<file path="src/rtl/param_updown_mod_counter_if.sv">
// param_updown_mod_counter_if: control/status bundle between a counter user (master) and the counter (slave)
interface param_updown_mod_counter_if #(parameter int WIDTH = 4);
    logic en;
    logic load;
    logic up_dn;
    logic [WIDTH-1:0] d;
    logic [WIDTH-1:0] q;
    logic tc;
    logic wrap;
    modport master(output en, load, up_dn, d, input q, tc, wrap);
    modport slave(input en, load, up_dn, d, output q, tc, wrap);
endinterface

</file>
<file path="src/rtl/param_updown_mod_counter.sv">
// param_updown_mod_counter: loadable up/down modulo-MODULUS counter of per-bit T cells; COUNTER_SATURATE_EN makes it saturate instead of wrap
module param_updown_mod_counter #(
    parameter int WIDTH = 4,
    parameter int MODULUS = 10
) (
    input logic clk,
    input logic rst,
    param_updown_mod_counter_if.slave bus
);
    localparam logic [WIDTH-1:0] MAX = WIDTH'(MODULUS - 1);
    logic [WIDTH-1:0] q;
    logic [WIDTH-1:0] q_next;
    logic [WIDTH-1:0] t;
    logic [WIDTH-1:0] d_cl;
    logic tc;
    assign d_cl = (32'(bus.d) < MODULUS) ? bus.d : MAX;
    assign tc = bus.en & ~bus.load & (bus.up_dn ? (q == MAX) : (q == '0));
`ifdef COUNTER_SATURATE_EN
    always_comb q_next = (~bus.en | tc) ? q : bus.up_dn ? q + 1'b1 : q - 1'b1;
    assign bus.wrap = 1'b0;
`else
    logic wrap;
    always_comb q_next = ~bus.en ? q : tc ? (bus.up_dn ? '0 : MAX) : bus.up_dn ? q + 1'b1 : q - 1'b1;
    always_ff @(posedge clk) wrap <= rst ? 1'b0 : tc;
    assign bus.wrap = wrap;
`endif
    assign t = q ^ q_next;
    for (genvar i = 0; i < WIDTH; i++) begin : g_tcell
        always_ff @(posedge clk)
            if (rst) q[i] <= 1'b0;
            else if (bus.load) q[i] <= d_cl[i];
            else if (t[i]) q[i] <= ~q[i];
    end
    assign bus.q = q;
    assign bus.tc = tc;
endmodule

</file>
<file path="src/flat_wrapper.sv">
// flat-port wrapper written by rule: the top's interface ports become plain ports
module param_updown_mod_counter_flat 
#(
    parameter int WIDTH = 4,
    parameter int MODULUS = 10
)
  (clk, rst, bus_en, bus_load, bus_up_dn, bus_d, bus_q, bus_tc, bus_wrap);
  param_updown_mod_counter_if #(.WIDTH(WIDTH)) bus_i ();
  input logic clk;
  input logic rst;
  input wire logic [$bits(bus_i.en)-1:0] bus_en;
  input wire logic [$bits(bus_i.load)-1:0] bus_load;
  input wire logic [$bits(bus_i.up_dn)-1:0] bus_up_dn;
  input wire logic [$bits(bus_i.d)-1:0] bus_d;
  output wire logic [$bits(bus_i.q)-1:0] bus_q;
  output wire logic [$bits(bus_i.tc)-1:0] bus_tc;
  output wire logic [$bits(bus_i.wrap)-1:0] bus_wrap;
  assign bus_i.en = bus_en;
  assign bus_i.load = bus_load;
  assign bus_i.up_dn = bus_up_dn;
  assign bus_i.d = bus_d;
  assign bus_q = bus_i.q;
  assign bus_tc = bus_i.tc;
  assign bus_wrap = bus_i.wrap;
  param_updown_mod_counter #(.WIDTH(WIDTH), .MODULUS(MODULUS)) u_core (.clk(clk), .rst(rst), .bus(bus_i));
endmodule
</file>
<file path="config.mk">
export PLATFORM = sky130hd
export DESIGN_NAME = param_updown_mod_counter_flat
export DESIGN_NICKNAME = d
export VERILOG_FILES = /design/src/rtl/param_updown_mod_counter_if.sv /design/src/rtl/param_updown_mod_counter.sv /design/src/flat_wrapper.sv
export SDC_FILE = /design/constraint.sdc
export NUM_CORES = 1
export LEC_CHECK = 0
export CAP_MARGIN = 20
export CORE_MARGIN = 3
export CORE_UTILIZATION = 30
export CTS_CLUSTER_SIZE = 10
export DETAILED_ROUTE_END_ITERATION = 12
export HOLD_SLACK_MARGIN = 0.08
export PLACE_DENSITY = 0.61
export SYNTH_ARGS = -nofsm -noshare
export SYNTH_HDL_FRONTEND = slang
export SYNTH_SLANG_ARGS = --single-unit
</file>
<file path="constraint.sdc">
create_clock -name clk -period 1.95 [get_ports clk]
set_input_delay 0.195 -clock clk [delete_from_list [all_inputs] [get_ports clk]]
set_output_delay 0.195 -clock clk [all_outputs]
set_load 0.1 [all_outputs]
</file>
==> results.cfg <==
[layout]
layout_commonest_cell = buf_4
finalNonFillerCells = 85
layout.nets = 84
final_cell_mix = buf_4 (9), clkdlybuf4s50_1 (8), a21oi_1 (6), inv_1 (5)
drive_gt1_share_pct = 26.8
final_area_um2 = 616
diodes = 0
nFillCells = 120
syn_to_final_growth_pct = 54.2

[floorplan]
die_x_um = 42.5
row_count = 12
coreArea_um2 = 1170
dieHeight_um = 42.5
initial_core_util_pct = 34.1
ios = 15
die_area_um2 = 1800

[timing]
finClkSkew_ns = 0.00641
hold_violations = 0
setup_viol = 0
slew_violations = 0
hold_ws_ns = 0.514
fin_crit_sh_pct = 85.5
rsz0062_at_grt = no
fmax_mhz = 600
finalSetupTns_ns = 0
maxSlewHeadroom_pct = 73.0
min_period_ns = 1.67
worst_slew_pin_slew_ns = 0.394

[route]
drc = 0
first_pass_iters = 4
wirelength_um = 997
vias_per_cell = 5.42
ant_nets = 0
vias = 461
dr.first_iter.drc_count = 9
wl_per_cell_um = 11.7

[place]
gp_congestion = 0.744
dpl.hpwl_um = 816
port_buffers = 14
place_area_um2 = 589
place_inst = 81

[yosys]
synth_area_um2 = 399
syn-num-nets = 61
syn_avg_cell_area_um2 = 8.15
synth_cells = 49
seq_area_frac_synth_pct = 25.1
ys_types = 27
ys_warn_count = 0
ys_ff_latch = 5

[critical_path]
path_class = primary input to flip-flop
critPathMaxFanout = 2
worstPathRequired_ns = 2.12
crit_path_end_kind = flip-flop
cp.arrival_ns = 1.84
startpoint_type = primary input

[global_route]
grt-ovfl-total = 0
grt_pass1_vias = 397
grt_first_pass_wirelength_mm = 1.68
grt_max_degree = 10
antenna_found_initial = 0
grt_usage_pct = 12.4

[worst_hold_path]
min-delay-path-class = primary input to flip-flop

[clock_tree]
cts.sinks = 5
clock_latency_ns = 0.24
cts-buffers-inserted = 3
cts-root-buf = clkbuf_4
cts-resized-gates = 0
clock_path_buffers = 2
holdBufCountCts = 0
cts.reportedPaths.clkPinSlew_ns = 0.05
postCtsSetupBuffers = 0
cts_tree = yes
cts_max_level = 1

[pwr]
power_w = 0.000414
ir_drop_mv = 0.374
power.leakage_nw = 0.267
p_per_area_nw_per_um2 = 672

[flow_run]
drv_cap = 0

[run_status]
outcome = completed
per-layer routing:
layer	part of all wire, %	up-vias	track usage (%)
li1	-	224	-
met1	46	217	16.3
met2	44	20	17.0
met3	9.3	0	8.15
met4	0	0	1.86
met5	0	-	0
synth_stat cells:
cell	count	area, µm²
and3_2	1	7.51
nand3_1	2	10.0
xor2_1	1	8.76
a311oi_1	1	8.76
xnor2_1	1	8.76
fa_1	1	20.0
a21oi_1	6	30.0
o21ai_1	1	5.00
nor2b_1	2	12.5
nor4b_4	1	23.8
o21ai_0	1	5.00
nor3b_1	1	7.51
nand4_1	1	6.26
nand3b_1	1	7.51
a21o_1	1	7.51
nor3_1	4	20.0
a22oi_1	1	7.51
nand2_1	2	7.51
and3_1	1	6.26
ha_1	2	25.0
nand2b_1	2	12.5
nor2_1	2	7.51
a2111oi_1	1	10.0
or3_1	1	6.26
dfxtp_1	5	100
a2111oi_0	1	8.76
inv_1	5	18.8
sequential cells by signal (all words and copies together), names as in the netlist:
signal / cells
u_core.bus.wrap: 1
u_core.bus.q: 4
logic make-up after synthesis:
group                      share of synthesized area, %
AOI/OAI and AO/OA                                  20.7
xor gates and xnor gates                           4.39
adders and majority gates                          11.3
buffers and inverters                              4.70
DFF                                                25.1
and+or+nand+nor                                    33.9
power breakdown:
part	switching, W	total [W]	internal, W
clock	0.0000434	0.000121	0.0000774
sequential	0.0000133	0.000125	0.000112
combinational	0.000105	0.000168	0.0000632
total	0.000161	0.000414	0.000253
layout make-up:
type	instances	area [µm²]	area share (%)
sequential	5	105	17.1
multi-input combinational	39	280	45.5
inverter	5	18.8	3.05
timing repair buffer	18	168	27.2
tap	14	17.5	2.85
clock buffer	4	26.3	4.27
critical path: stages:
cell and delay [ns]:
clkdlybuf4s50_1 0.47, inv_1 0.06, ha_1 0.28, a21o_1 0.19
a2111oi_0 0.43, nor3_1 0.08, a21oi_1 0.12
stage by stage:
stage,util (%),worst slack [ns]
floorplan,-,0.0585
detailed placement,50.3,0.0468
CTS,52.6,0.309
global placement,50.3,0.0851
finish,52.6,0.282
global route,52.6,0.265
worst paths after layout:
path / depth (start not counted) / from / slack [ns] / endpoint
min: 3 / bus_d[0] / 0.51 / u_core.bus.q[0]$_SDFFE_PP0P_
max reg2reg: 5 / u_core.bus.q[1]$_SDFFE_PP0P_ / 0.40 / u_core.bus.q[3]$_SDFFE_PP0P_
min reg2reg: 3 / u_core.bus.q[0]$_SDFFE_PP0P_ / 0.64 / u_core.bus.q[0]$_SDFFE_PP0P_
max: 7 / bus_up_dn / 0.28 / u_core.bus.q[3]$_SDFFE_PP0P_
No activity file was read; power rests on OpenSTA's default activity.
